==> src/rtl/seq_det_ctrl.sv <==
// Programmable overlapping Moore sequence detector: loads a 1..PW bit pattern,
// scans the serial stream and stops on target match count, timeout or abort.
module seq_det_ctrl #(
   parameter int PW = 8,
   parameter int LW = 4,
   parameter int CW = 8,
   parameter int TW = 16
) (
   input  logic          clk,
   input  logic          rst,
   input  logic          start,
   input  logic          abort,
   input  logic [PW-1:0] pat,
   input  logic [LW-1:0] len,
   input  logic [CW-1:0] target,
   input  logic [TW-1:0] timeout,
   input  logic          signal,
   input  logic          sig_valid,
   output logic          busy,
   output logic          hit,
   output logic [CW-1:0] match_cnt,
   output logic          done,
   output logic          timed_out,
   output logic          err
);

   typedef enum logic [1:0] {IDLE, SCAN, DONE} state_t;

   localparam logic [LW-1:0] PW_L = LW'(PW);

   state_t        state_reg, state_next;
   logic [PW-1:0] window_reg, window_next;
   logic [PW-1:0] pat_reg, pat_next;
   logic [LW-1:0] fill_reg, fill_next;
   logic [LW-1:0] len_reg, len_next;
   logic [CW-1:0] target_reg, target_next;
   logic [CW-1:0] cnt_reg, cnt_next;
   logic [TW-1:0] tmo_reg, tmo_next;
   logic [TW-1:0] tcnt_reg, tcnt_next;
   logic          hit_reg, hit_next;
   logic          err_reg, err_next;
   logic          to_reg, to_next;

   logic [PW-1:0] mask;
   logic [PW-1:0] shifted;
   logic [LW-1:0] fill_inc;
   logic [CW-1:0] cnt_inc;
   logic          match;

   // Only the low len_reg bits of the window take part in the compare.
   generate
      for (genvar gi = 0; gi < PW; gi++) begin : g_mask
         assign mask[gi] = (LW'(gi) < len_reg);
      end
   endgenerate

   always_comb begin
      state_next  = state_reg;
      window_next = window_reg;
      pat_next    = pat_reg;
      fill_next   = fill_reg;
      len_next    = len_reg;
      target_next = target_reg;
      cnt_next    = cnt_reg;
      tmo_next    = tmo_reg;
      tcnt_next   = tcnt_reg;
      to_next     = to_reg;
      hit_next    = 1'b0;
      err_next    = 1'b0;
      match       = 1'b0;
      shifted     = {window_reg[PW-2:0], signal};
      fill_inc    = (fill_reg == PW_L) ? fill_reg : fill_reg + 1'b1;
      cnt_inc     = cnt_reg + 1'b1;

      if (abort) begin
         state_next = IDLE;
      end else begin
         case (state_reg)
            IDLE: begin
               if (start) begin
                  if (len == '0 || len > PW_L || target == '0) begin
                     err_next = 1'b1;
                  end else begin
                     pat_next    = pat;
                     len_next    = len;
                     target_next = target;
                     tmo_next    = timeout;
                     window_next = '0;
                     fill_next   = '0;
                     cnt_next    = '0;
                     tcnt_next   = '0;
                     to_next     = 1'b0;
                     state_next  = SCAN;
                  end
               end
            end
            SCAN: begin
               tcnt_next = tcnt_reg + 1'b1;
               if (sig_valid) begin
                  window_next = shifted;
                  fill_next   = fill_inc;
                  match       = (fill_inc >= len_reg) && ((shifted & mask) == (pat_reg & mask));
               end
               if (match) begin
                  hit_next = 1'b1;
                  cnt_next = cnt_inc;
               end
               // Reaching the target wins over a timeout on the same edge.
               if (match && cnt_inc == target_reg) begin
                  state_next = DONE;
               end else if (tmo_reg != '0 && tcnt_reg == tmo_reg - 1'b1) begin
                  to_next    = 1'b1;
                  state_next = DONE;
               end
            end
            DONE:    state_next = IDLE;
            default: state_next = IDLE;
         endcase
      end
   end

   always_ff @(posedge clk) begin
      if (rst) begin
         state_reg  <= IDLE;
         window_reg <= '0;
         pat_reg    <= '0;
         fill_reg   <= '0;
         len_reg    <= '0;
         target_reg <= '0;
         cnt_reg    <= '0;
         tmo_reg    <= '0;
         tcnt_reg   <= '0;
         hit_reg    <= 1'b0;
         err_reg    <= 1'b0;
         to_reg     <= 1'b0;
      end else begin
         state_reg  <= state_next;
         window_reg <= window_next;
         pat_reg    <= pat_next;
         fill_reg   <= fill_next;
         len_reg    <= len_next;
         target_reg <= target_next;
         cnt_reg    <= cnt_next;
         tmo_reg    <= tmo_next;
         tcnt_reg   <= tcnt_next;
         hit_reg    <= hit_next;
         err_reg    <= err_next;
         to_reg     <= to_next;
      end
   end

   assign busy      = (state_reg == SCAN);
   assign done      = (state_reg == DONE);
   assign hit       = hit_reg;
   assign err       = err_reg;
   assign timed_out = to_reg;
   assign match_cnt = cnt_reg;

endmodule

==> config.mk <==
export PLATFORM = sky130hd
export DESIGN_NAME = seq_det_ctrl
export DESIGN_NICKNAME = d
export VERILOG_FILES = /design/src/rtl/seq_det_ctrl.sv
export SDC_FILE = /design/constraint.sdc
export NUM_CORES = 1
export LEC_CHECK = 0
export ABC_AREA = 1
export CORE_MARGIN = 1
export CORE_UTILIZATION = 64
export DETAILED_ROUTE_END_ITERATION = 16
export DONT_BUFFER_PORTS = 1
export PLACE_DENSITY = 0.8
export SYNTH_ARGS = -nofsm -noshare
export SYNTH_HDL_FRONTEND = slang
export SYNTH_SLANG_ARGS = --single-unit
==> constraint.sdc <==
create_clock -name clk -period 2.75 [get_ports clk]
set_input_delay 0.275 -clock clk [delete_from_list [all_inputs] [get_ports clk]]
set_output_delay 0.275 -clock clk [all_outputs]
set_load 0.05 [all_outputs]
# ---- After elaboration in Yosys (flattened, before gate mapping)
# Index checks and enable logic that the tools add are counted.
# W data, S select, Z words.
dict set report word_totals {
  reg_bits 76
  romBits 0
  inputBits 42
  latchBits 0
  mem_bits_rw 0
  out_inout_bits 13
  memories 0
  wordCells 94
}
dict set report classes {
  eq_ne 13
  bitwise_logic 7
  n_mux 29
  shift 0
  add_sub_neg 4
  n_reduce_logical 19
  n_div 0
  mul 0
  n_lt_le_gt_ge 10
}
# op n
set op_table {}
lappend op_table {{$mux W16} 2}
lappend op_table {{$pmux W16 S2} 1}
lappend op_table {{$mux W8} 3}
lappend op_table {{$add A16 B1 Y16 const B} 1}
lappend op_table {{$and A8 B8 Y8} 2}
lappend op_table {{$eq A16 B16 Y1} 1}
lappend op_table {{$eq A8 B8 Y1} 2}
lappend op_table {{$lt A3 B4 Y1 const A} 4}
lappend op_table {{$mux W4} 4}
lappend op_table {{$pmux W8 S2} 1}
lappend op_table {{$reduce_bool A16 Y1} 1}
lappend op_table {{$sub A16 B1 Y16 const B} 1}
lappend op_table {{$pmux W7 S2} 1}
lappend op_table {{$reduce_and A5 Y1} 2}
lappend op_table {{$mux W1} 9}
lappend op_table {{$add A8 B1 Y8 const B} 1}
lappend op_table {{$logic_not A8 Y1} 1}
lappend op_table {{$lt A1 B4 Y1 const A} 2}
lappend op_table {{$lt A2 B4 Y1 const A} 2}
lappend op_table {{$mux W2} 4}
lappend op_table {{$ne A2 B2 Y1 const B} 4}
lappend op_table {{$pmux W4 S2} 1}
lappend op_table {{$reduce_and A4 Y1} 2}
lappend op_table {{$mux W7} 1}
lappend op_table {{21 further kinds} 29}

# ---- Longest topological paths before layout
# Gate-level depths: netlist of the first run.
dict set report logic_depth {
  depth_word 10
  depth_mapped 18
  ltp_nobuf 18
}

# ---- Least setup slack after synthesis of the first run
# OpenSTA, ideal clock, no wires.
dict set report synth_timing {
  path_type {flip-flop to flip-flop}
  start {register fill_reg[0]}
  end {register cnt_reg[2] (netlist: match_cnt[2])}
  n_path_buf 0
  arrival_ps 2018
  required_time_ps 2680
  slack_ps 661
  stages_incl_launch_ff 17
  cell_sequence {dfxtp_1 > inv_1 > ha_1 > nand2_1 > nor2_1 > xor2_1 > inv_1 > ha_1 > o21bai_1 > nand3_1 > nand3_1 > nand2_1 > inv_1 > nand3_2 > nor3_4 > nand3_1 > a21oi_1}
}
dict set report synth_between {
  elab_chain_cells 9
  word_cells_on_any_way 10
}
# element line_no
set synth_lines {}
lappend synth_lines {{from (decl)} 34} ;# logic [LW-1:0] fill_reg, fill_next;
lappend synth_lines {{from (signal assigned)} 140} ;# fill_reg <= fill_next;
lappend synth_lines {{$add A4 B1 Y4 or $eq A4 B4 Y1 (tied branches)} 72} ;# fill_inc = (fill_reg == PW_L) ? fill_reg : fill_reg + 1'b1;
lappend synth_lines {{$mux W4 *} 72}
lappend synth_lines {{$ge A4 B4 Y1 *} 102} ;# match = (fill_inc >= len_reg) && ((shifted & mask) == (pat_reg & mask));
lappend synth_lines {{$logic_and A1 B1 Y1 *} 102}
lappend synth_lines {{$mux W1 *} 99} ;# if (sig_valid) begin
lappend synth_lines {{$mux W1 *} 78} ;# case (state_reg)
lappend synth_lines {{$mux W1 *} 75} ;# if (abort) begin
lappend synth_lines {{$ne A2 B1 Y1 (no line) *} n/a}
lappend synth_lines {{$reduce_and A5 Y1 (no line) *} n/a}
lappend synth_lines {{to (signal assigned)} 143} ;# cnt_reg <= cnt_next;
lappend synth_lines {{to (decl)} 37} ;# logic [CW-1:0] cnt_reg, cnt_next;
# Every way passes the cells marked *; elsewhere a longest branch is shown, timed or not. The select of a mux whose other input is x is not followed.
# A chain may end at the register's enable or synchronous reset.

# ---- Worst setup path in the final report of the first run
dict set report layout_timing {
  start {register fill_reg[0]}
  end {register cnt_reg[3] (netlist: match_cnt[3])}
}
# The elaborated chain is that of the path after synthesis.

==> results.py, run 1 <==
metrics = {
    "placed_design": {
        "io_buffers": 0,
        "gp_congestion": 0.923,
        "place_ws_ns": 0.324,
        "dp.cells": 805,
        "dpl_cell_area_um2": 4760,
        "place_hpwl_um": 8520,
    },
    "synth": {
        "seq_area_frac_synth_pct": 32.6,
        "ys_types": 39,
        "yosys_register_bits": 76,
        "synthCells": 720,
        "syn_area_per_cell_um2": 6.48,
        "synth_fp_nets": 771,
        "yosys_warnings": 0,
        "syn_area_um2": 4670,
    },
    "cts": {
        "cts_root_buffer": "clkbuf_8",
        "cts_resized": 0,
        "clk_latency_ns": 0.35,
        "cts.sinks": 76,
        "cts.clk_slew.worst_paths_ns": 0.08,
        "htreeDepth": 3,
        "clk_path_buf_depth": 2,
        "cts_made_buffers": 9,
        "cts_tree": "done",
    },
    "layout": {
        "layout-drive-gt1-share_pct": 8.68,
        "fin_area_um2": 5000,
        "multi_input_area_um2": 2720,
        "nets": 773,
        "diodes": 0,
        "syn_to_final_growth_pct": 7.08,
        "final.fill_count": 640,
        "finalNonFillerCells": 822,
        "seqCellArea_um2": 1520,
    },
    "floorplan": {
        "rows": 30,
        "dieArea_um2": 7640,
        "die_x_um": 87.4,
        "start_util_pct": 67.6,
        "pin_count": 55,
        "die_h_um": 87.4,
        "core_area_um2": 6910,
    },
    "global_route": {
        "grt.overflow.total": 0,
        "grtUsageTotal_pct": 31.7,
        "antenna_found_initial": 0,
        "grt_pass1_vias": 4180,
        "grt_max_degree": 38,
        "grt_pass1_wl_um": 18700,
    },
    "timing": {
        "fin_crit_sh_pct": 91.2,
        "setup_ws_ns": 0.243,
        "tightest_slew_ns": 1.10,
        "finalMaxSlewViolations": 0,
        "finClkSkew_ns": 0.0109,
        "rsz0062_at_grt": "false",
        "setup_viol": 0,
        "hold_viol": 0,
        "relSlewSlack_pct": 26.4,
        "timing.fmax_mhz": 399,
        "tns_ns": 0,
        "finalCriticalPeriod_ns": 2.51,
    },
    "route": {
        "drt-vias-per-instance": 5.55,
        "dr.pass1.iters": 5,
        "wire_per_inst_um": 13.7,
        "drc_errors": 0,
        "final_antenna_net_count": 0,
        "wirelength_um": 11300,
        "drt_iter0_drc": 288,
        "vias": 4566,
    },
    "critical_path": {
        "arrival_ns": 2.77,
        "path_buf_inv": 3,
        "criticalPathCategory": "reg2reg",
        "cpPeakStageDelay_ns": 0.34,
        "cp.required_ns": 3.02,
        "worstPathCellList": "inv_1 > ha_1 > nand2_1 > nor2_1 > xor2_1 > inv_1 > ha_1 > o21bai_1 > nand3_1 > nand3_1 > nand2_1 > inv_1 > nand3_2 > nor3_4 > nand3_1 > a21oi_1",
        "critPathSlowestCell": "dfxtp_1",
        "r2r_start": "fill_reg[0]",
        "crit_path_start_kind": "flop",
        "path_delay_family": "simple AND/OR/NAND/NOR gates",
        "cp-end-kind": "flop",
        "cp-startpoint": "fill_reg[0]",
        "cp_max_fo": 8,
    },
    "power_and_ir_drop": {
        "p_per_area_nw_per_um2": 551,
        "switching_share_pct": 31.4,
        "total_power_mw": 2.76,
        "seq_power_share_pct": 44.1,
        "vdd_drop_max_v": 0.000390,
        "p_sw_uw": 866,
        "intPower_mw": 1.89,
        "leakagePower_nw": 2.15,
        "p_comb_share_pct": 21.8,
        "pwr-share-clk_pct": 34.0,
    },
    "outcome": {
        "status": "finished, final reports clean",
    },
    "hold_path": {
        "min_from": "start",
        "min_path_type": "in2reg",
    },
    "run": {
        "cap_violations": 0,
    },
}
-- worst register-to-register path: stages (launching register included) --
cell	delay [ns]
dfxtp_1	0.34
inv_1	0.09
ha_1	0.14
nand2_1	0.05
nor2_1	0.14
xor2_1	0.21
inv_1	0.08
ha_1	0.18
o21bai_1	0.17
nand3_1	0.09
nand3_1	0.07
nand2_1	0.05
inv_1	0.06
nand3_2	0.17
nor3_4	0.31
nand3_1	0.13
a21oi_1	0.14
-- cell families (layout without fill, tap and decap cells) --
group | Yosys count | after routing | share of synthesized area [%]
xor+xnor | 28 | 28 | 5.25
buf+inv | 107 | 113 | 9.22
flops | 76 | 76 | 32.6
fa+ha+maj | 9 | 9 | 2.41
compound gates | 118 | 118 | 13.2
simple gates | 382 | 382 | 37.3
-- cells in the final DEF, fill, tap and decap left out, types with 2 or more instances in the layout --
cell,count
nand3b_1,7
dfxtp_1,76
nand2_2,5
o21bai_1,3
nor2_1,90
nand2_4,2
nor2_2,7
inv_1,75
nand4_1,18
o21ai_2,2
buf_4,12
xor2_1,22
nor2_4,6
nand2_1,173
o21ai_0,21
ha_1,9
inv_2,9
bufinv_16,2
dlygate4sd3_1,2
clkbuf_8,10
o21ai_1,25
xnor2_1,6
nor3_1,10
a21oi_1,63
nand3_1,55
-- what timing repair did --
action / 4_1_cts / 5_1_grt
buffers inserted: 0 / 0
endpoints found under the setup margin: 0 / 0
endpoints found under the hold margin: 28 / 0
hold buffers: 2 / 0
-- Yosys cell counts --
cell type,instances,area share [%]
clkbuf_1,7,0.56
buf_6,1,0.24
xor2_1,22,4.1
nor3b_1,1,0.16
nor2_1,90,7.2
nor2_4,6,1.4
nor2_2,7,0.94
a22oi_1,1,0.16
nand3_1,55,5.9
nand3_2,1,0.21
o21ai_1,25,2.7
or2_0,1,0.13
ha_1,9,2.4
inv_1,75,6.0
nor4_2,1,0.27
a211oi_1,1,0.16
nand4_1,18,2.4
o21ai_2,2,0.38
dfxtp_1,76,33
a31o_2,1,0.19
nand2_2,5,0.67
buf_2,13,1.4
nand2_1,173,14
a21oi_1,63,6.8
inv_2,9,0.72
nor3_1,10,1.1
buf_4,1,0.16
o21bai_1,3,0.48
o21a_1,1,0.16
nor4_1,1,0.13
nand2_4,2,0.48
o21ai_0,21,2.3
nor3_4,1,0.35
and3b_1,1,0.19
nor3_2,1,0.21
clkbuf_2,1,0.11
xnor2_1,6,1.1
nand3b_1,7,1.1
nand2_8,1,0.43
-- worst paths after layout --
path,slack (ns),depth (start not counted),end
setup / recovery,0.24,16,match_cnt[3]
setup reg to reg,0.24,16,match_cnt[3]
hold / removal,0.05,2,err
hold reg to reg,0.47,2,target_reg[5]
-- per-layer routing --
layer | track usage [%] | vias up | routed length [um]
met5 | 0 | - | 0
met4 | 14.6 | 0 | 319
met3 | 5.97 | 31 | 514
met2 | 56.0 | 124 | 5630
met1 | 36.8 | 2081 | 4800
li1 | - | 2330 | -
-- power groups by stage --
| stage | registers [mW] | clock network [mW] | logic, mW |
|---|---|---|---|
| global route | 1.22 | 0.989 | 0.689 |
| detailed placement | 1.24 | 0 | 0.583 |
| CTS | 1.22 | 0.940 | 0.596 |
| floorplan | 1.22 | 0 | 0.492 |
| global placement | 1.24 | 0 | 0.566 |
| finish | 1.22 | 0.937 | 0.602 |
-- per-stage QoR --
stage                     hold slack [ns]  util, %
after detailed placement            0.349     68.9
after global routing               0.0477     72.4
after global placement              0.347     68.9
final                              0.0541     72.4
after CTS                          0.0487     72.4
after floorplan                     0.354        -
-- layout make-up --
type	count	area share, %
clock buffers	11	2.83
clock inverters	4	1.48
inverters	84	6.31
multi-input cells	537	54.3
flip-flops and latches	76	30.4
well taps	96	2.40
repair buffers	14	2.20
(Power assumes the default switching activity.)
==> run 2: changes to the inputs <==
--- a/config.mk
+++ b/config.mk
@@ -5,12 +5,11 @@
 export SDC_FILE = /design/constraint.sdc
 export NUM_CORES = 1
 export LEC_CHECK = 0
-export ABC_AREA = 1
 export CORE_MARGIN = 1
-export CORE_UTILIZATION = 64
+export CORE_UTILIZATION = 45
 export DETAILED_ROUTE_END_ITERATION = 16
 export DONT_BUFFER_PORTS = 1
-export PLACE_DENSITY = 0.8
+export PLACE_DENSITY = 0.6
 export SYNTH_ARGS = -nofsm -noshare
 export SYNTH_HDL_FRONTEND = slang
 export SYNTH_SLANG_ARGS = --single-unit
==> results.py, run 2 <==
metrics = {
    "timing": {
        "finalCriticalPeriod_ns": 2.74,
        "finalMaxSlewViolations": 0,
        "finClkSkew_ns": 0.00709,
        "hold_viol": 0,
        "fin_crit_sh_pct": 99.7,
        "rsz0062_at_grt": "true",
        "setup_viol": 0,
        "relSlewSlack_pct": 34.3,
        "whs_ns": 0.0473,
        "tns_ns": 0,
        "timing.fmax_mhz": 365,
        "tightest_slew_ns": 0.983,
    },
    "layout": {
        "nets": 570,
        "final_common_cell": "nand2_1",
        "syn_to_final_growth_pct": 14.4,
        "fin_area_um2": 4610,
        "final_cell_mix": "nand2_1, dfxtp_1, a21oi_1",
        "diodes": 0,
        "layout-drive-gt1-share_pct": 15.1,
    },
    "critical_path": {
        "r2r_start": "fill_reg[1]",
        "critPathSlowestCell": "a2111oi_2",
        "worstPathCellList": "inv_4 > ha_4 > nand2_4 > nor2_4 > xnor2_1 > ha_1 > nand2b_1 > a2111oi_2 > a2111oi_2 > or4b_4 > or2_4 > clkinv_8 > and3_1 > a221o_1",
        "cp_max_fo": 10,
        "crit_top_cell": "a2111oi_2",
        "cpPeakStageDelay_ns": 0.39,
        "cp-startpoint": "fill_reg[1]",
        "crit_path_start_kind": "flop",
        "cp-end-kind": "flop",
        "criticalPathCategory": "reg2reg",
        "cp.required_ns": 3.00,
        "arrival_ns": 2.99,
    },
    "synth": {
        "ys.flop_type": "dfxtp_1",
        "synthArstFlopShare_pct": 0,
        "ys_types": 62,
        "syn_area_per_cell_um2": 8.01,
        "seq_area_frac_synth_pct": 37.8,
        "synth_top_area_share_pct": 37.8,
        "synth.area.top_cells": "dfxtp_1, nand2_1, xnor2_1, a21oi_1, xor2_1",
        "ys_top_cells_by_count": "nand2_1, dfxtp_1, a21oi_1, nor2_1, xnor2_1",
        "synth_fp_nets": 554,
        "synth_top_cell_by_area": "dfxtp_1",
        "yosysMostFrequentCell": "nand2_1",
        "synthAdderAreaFrac_pct": 2.80,
        "yosys_warnings": 0,
        "synth.mux.area_fraction_pct": 0.807,
        "synthCells": 503,
        "yosys_register_bits": 76,
        "syn_area_um2": 4030,
        "synth-edff-count": 0,
        "yosys.area_share.xor_xnor_pct": 12.4,
        "synthSimpleGateAreaFrac_pct": 25.3,
        "synth_compound_gate_area_share_pct": 16.5,
        "synth_top_family_by_area": "simple AND/OR/NAND/NOR gates",
    },
    "route": {
        "dr.pass1.iters": 4,
        "wirelength_um": 9520,
        "vias": 3442,
        "drc_errors": 0,
        "drt-vias-per-instance": 5.45,
        "drt_iter0_drc": 114,
        "final_antenna_net_count": 0,
        "wire_per_inst_um": 15.1,
    },
    "floorplan": {
        "start_util_pct": 46.4,
        "die_x_um": 96.6,
        "dieArea_um2": 9340,
        "rows": 34,
        "pin_count": 55,
        "core_area_um2": 8680,
        "die_h_um": 96.6,
    },
    "global_route": {
        "grt_max_degree": 49,
        "grt_pass1_wl_um": 16000,
        "antenna_found_initial": 0,
        "grt_pass1_vias": 3271,
        "grt.overflow.total": 0,
        "grtUsageTotal_pct": 21.2,
    },
    "power_and_ir_drop": {
        "leakagePower_nw": 1.72,
        "p_per_area_nw_per_um2": 474,
        "total_power_mw": 2.19,
        "vdd_drop_max_v": 0.000243,
    },
    "cts": {
        "cts_tree": "done",
        "cts_made_buffers": 9,
        "clk_path_buf_depth": 2,
        "htreeDepth": 3,
        "cts_root_buffer": "clkbuf_8",
        "cts.clk_slew.worst_paths_ns": 0.08,
        "clk_latency_ns": 0.35,
        "cts.sinks": 76,
    },
    "run": {
        "cap_violations": 0,
    },
    "outcome": {
        "status": "finished, final reports clean",
    },
    "hold_path": {
        "min_path_type": "in2reg",
        "min_from": "target[6]",
    },
    "placed_design": {
        "place_hpwl_um": 6800,
        "gp_congestion": 0.827,
        "dpl_cell_area_um2": 4300,
        "io_buffers": 0,
    },
}
## run 2: cell count changes in the layout (fill, tap and decap cells not counted), sizes merged, moves of 14 or more
cell | before | now
nand3 | 56 | 12
buf | 12 | 32
inv | 84 | 15
xnor2 | 6 | 32
a21oi | 63 | 49
nand2 | 181 | 86
nor2 | 103 | 46
o21ai | 48 | 13
## run 2: critical path, delay by kind of cell (launching register included)
family,cells,cell delay (ns)
AOI/OAI and AO/OA,3,0.70
adders and majority gates,2,0.38
DFF,1,0.36
buffers and inverters,2,0.14
xor gates and xnor gates,1,0.13
and+or+nand+nor,6,0.94
## run 2: path summary, 6_finish.rpt
path	cells past startpoint	slack (ns)	end
setup / recovery	14	0.007	match_cnt[6]
hold / removal	2	0.05	target_reg[6]
setup reg to reg	14	0.007	match_cnt[6]
hold reg to reg	2	0.47	target_reg[0]
## run 2: metal layers
metal	track usage, %	up-vias	routed length, um
met5	0	-	0
met4	8.15	0	102
met3	3.76	7	486
met2	31.3	87	4190
met1	30.5	1577	4740
li1	-	1771	-
## run 2: power by group
| part | total, mW | switching (mW) | internal [mW] |
|---|---|---|---|
| sequential | 1.15 | 0.0253 | 1.12 |
| combinational | 0.275 | 0.154 | 0.121 |
| clock | 0.763 | 0.437 | 0.326 |
## run 2: timing repair
item,4_1_cts,5_1_grt
resized for setup,11,10
hold buffers,2,0
setup buffers,2,1
endpoints found under the setup margin,10,12
pin swaps,14,4
endpoints found under the hold margin,48,0
cloned,0,0
## run 2: layout make-up
class	count	area, um2
clock buffers	10	128
clock inverters	6	41.3
fillers	871	4070
inverters	16	75.1
multi-input cells	383	2440
flip-flops and latches	76	1530
well taps	108	135
repair buffers	33	263
## run 2: kinds of logic (layout without fill, tap and decap cells)
kind of cell | after synthesis | in the layout
flops | 76 | 76
fa+ha+maj | 9 | 9
buf+inv | 44 | 65
mux | 3 | 3
compound gates | 103 | 103
simple gates | 211 | 211
xor+xnor | 57 | 57
## run 2: metrics by stage
| stage | instances | util, % | worst slack, ns |
|---|---|---|---|
| floorplan | 503 | - | -0.0126 |
| global placement | 611 | 49.6 | -0.0820 |
| detailed placement | 611 | 49.6 | -0.169 |
| CTS | 631 | 52.5 | -0.0157 |
| global route | 632 | 53.1 | -0.156 |
| finish | 632 | 53.1 | 0.00697 |
==> run 3: changes to the inputs <==
--- a/config.mk
+++ b/config.mk
@@ -9,7 +9,7 @@
 export CORE_UTILIZATION = 45
 export DETAILED_ROUTE_END_ITERATION = 16
 export DONT_BUFFER_PORTS = 1
-export PLACE_DENSITY = 0.6
+export SETUP_SLACK_MARGIN = 0.02
 export SYNTH_ARGS = -nofsm -noshare
 export SYNTH_HDL_FRONTEND = slang
 export SYNTH_SLANG_ARGS = --single-unit
==> constraint.sdc (replaced) <==
create_clock -name clk -period 2.75 [get_ports clk]
set_input_delay 0.55 -clock clk [delete_from_list [all_inputs] [get_ports clk]]
set_output_delay 0.55 -clock clk [all_outputs]
set_load 0.05 [all_outputs]
==> results.py, run 3 (synthesis gave the netlist of run 2 again) <==
metrics = {
    "route": {
        "dr.pass1.iters": 5,
        "highest_layer": "met4",
        "final_antenna_net_count": 0,
        "wl_met2_um": 4220,
        "drc_errors": 0,
        "vias": 3493,
        "wire_per_inst_um": 15.2,
        "drt-vias-per-instance": 5.56,
        "wl_met1_um": 4640,
        "drt_iter0_drc": 161,
        "wirelength_um": 9520,
        "route.met3.wl_um": 431,
    },
    "critical_path": {
        "cp-end-kind": "flop",
        "cpPeakStageDelay_ns": 0.56,
        "rrSetupSlack_ns": -0.03,
        "crit_cells": 11,
        "r2r_start": "fill_reg[0]",
        "crit_path_start_kind": "flop",
        "reg2reg_to": "match_cnt[5]",
        "cp-startpoint": "fill_reg[0]",
        "cp_max_fo": 7,
        "ff2ff_path_depth": 11,
        "cp.required_ns": 3.00,
        "cp-endpoint": "match_cnt[5]",
        "path_delay_family": "compound AO/OA/AOI/OAI gates",
        "criticalPathCategory": "reg2reg",
        "worstPathCellList": "ha_2 > xnor2_1 > nor2_2 > ha_1 > o21a_1 > nor2_1 > a2111oi_2 > or4b_4 > a21boi_4 > nor2_4 > a221o_1",
        "arrival_ns": 3.03,
        "path_buf_inv": 0,
        "critPathSlowestCell": "or4b_4",
    },
    "timing": {
        "timing.fmax_mhz": 360,
        "relSlewSlack_pct": 56.3,
        "setup_ws_ns": -0.0274,
        "tns_ns": -0.0582,
        "hold_viol": 0,
        "setup_viol": 3,
        "finalCriticalPeriod_ns": 2.78,
        "finClkSkew_ns": 0.0120,
        "tightest_slew_ns": 0.655,
        "finalMaxSlewViolations": 0,
        "fin_crit_sh_pct": 101,
        "rsz0062_at_grt": "true",
    },
    "power_and_ir_drop": {
        "leakagePower_nw": 1.71,
        "p_per_area_nw_per_um2": 490,
        "vdd_drop_max_v": 0.000247,
    },
    "layout": {
        "fin_area_um2": 4580,
        "diodes": 0,
        "multi_input_area_um2": 2440,
        "final_cell_mix": "nand2_1, dfxtp_1, a21oi_1",
        "final.fill_count": 886,
        "final_common_cell": "nand2_1",
        "layout-drive-gt1-share_pct": 15.4,
        "syn_to_final_growth_pct": 13.8,
        "nets": 566,
        "seqCellArea_um2": 1520,
    },
    "global_route": {
        "grt_max_degree": 55,
        "antenna_found_initial": 0,
        "grt_pass1_vias": 3258,
        "grt_pass1_wl_um": 15800,
        "grt.overflow.total": 0,
        "grtUsageTotal_pct": 20.8,
    },
    "placed_design": {
        "io_buffers": 0,
        "dpl_cell_area_um2": 4290,
        "place_hpwl_um": 6750,
        "gp_congestion": 0.810,
    },
    "floorplan": {
        "dieArea_um2": 9340,
        "rows": 34,
        "die_x_um": 96.6,
        "die_h_um": 96.6,
        "start_util_pct": 46.4,
        "pin_count": 55,
        "core_area_um2": 8680,
    },
    "cts": {
        "cts_made_buffers": 9,
        "cts.clk_slew.worst_paths_ns": 0.09,
        "htreeDepth": 3,
        "ctsHoldBuffers": 0,
        "cts.sinks": 76,
        "cts_tree": "done",
        "cts_root_buffer": "clkbuf_8",
        "clk_path_buf_depth": 2,
        "clk_latency_ns": 0.35,
    },
    "hold_path": {
        "min_path_type": "in2reg",
    },
    "outcome": {
        "violations": "setup timing",
        "status": "complete, but fails checks",
    },
    "run": {
        "cap_violations": 0,
    },
}
run 3: changes by cell type in the layout (fill, tap and decap cells not counted), sizes merged:
cell,change
buf,-3
bufinv,+1
clkbuf,-1
dlygate4sd3,-1
run 3: repair_timing:
action / CTS / global route
endpoints found under the setup margin: 10 / 12
resized for setup: 14 / 6
setup buffers: 1 / 2
pin swaps: 10 / 0
run 3: worst min path at each step:
stage,from,endpoint,cells past startpoint
floorplan,pat_reg[1],pat_reg[1],2
detailed placement,pat_reg[2],pat_reg[2],2
global placement,target_reg[1],target_reg[1],2
global route,rst,tmo_reg[4],1
finish,rst,tmo_reg[4],1
CTS,rst,tmo_reg[3],1
run 3: routing by layer:
layer	vias up	track usage, %
li1	1770	-
met1	1627	28.9
met2	79	31.4
met3	17	3.61
met4	0	9.76
met5	-	0
run 3: stage by stage:
step	hold slack (ns)	setup WS (ns)	std cells	power (mW)	util, %
finish	0.258	-0.0274	628	2.24	52.8
global route	0.241	-0.132	628	2.34	52.8
CTS	0.240	0.000223	626	2.27	52.4
detailed placement	0.455	-0.133	609	1.41	49.4
global placement	0.452	-0.0813	609	1.41	49.4
floorplan	0.448	-0.0126	503	1.37	-
run 3: area by class of cell:
cell class                 count  area share (%)
clock inverter                 7            1.47
clock buffer                   9            2.70
sequential                    76            33.3
inverter                      16            1.58
tap                          108            2.95
timing repair buffer          29            4.75
multi-input combinational    383            53.3
run 3: where the power goes:
part / switching [mW] / internal [mW]
clock: 0.432 / 0.414
combinational: 0.138 / 0.112
sequential: 0.0267 / 1.12
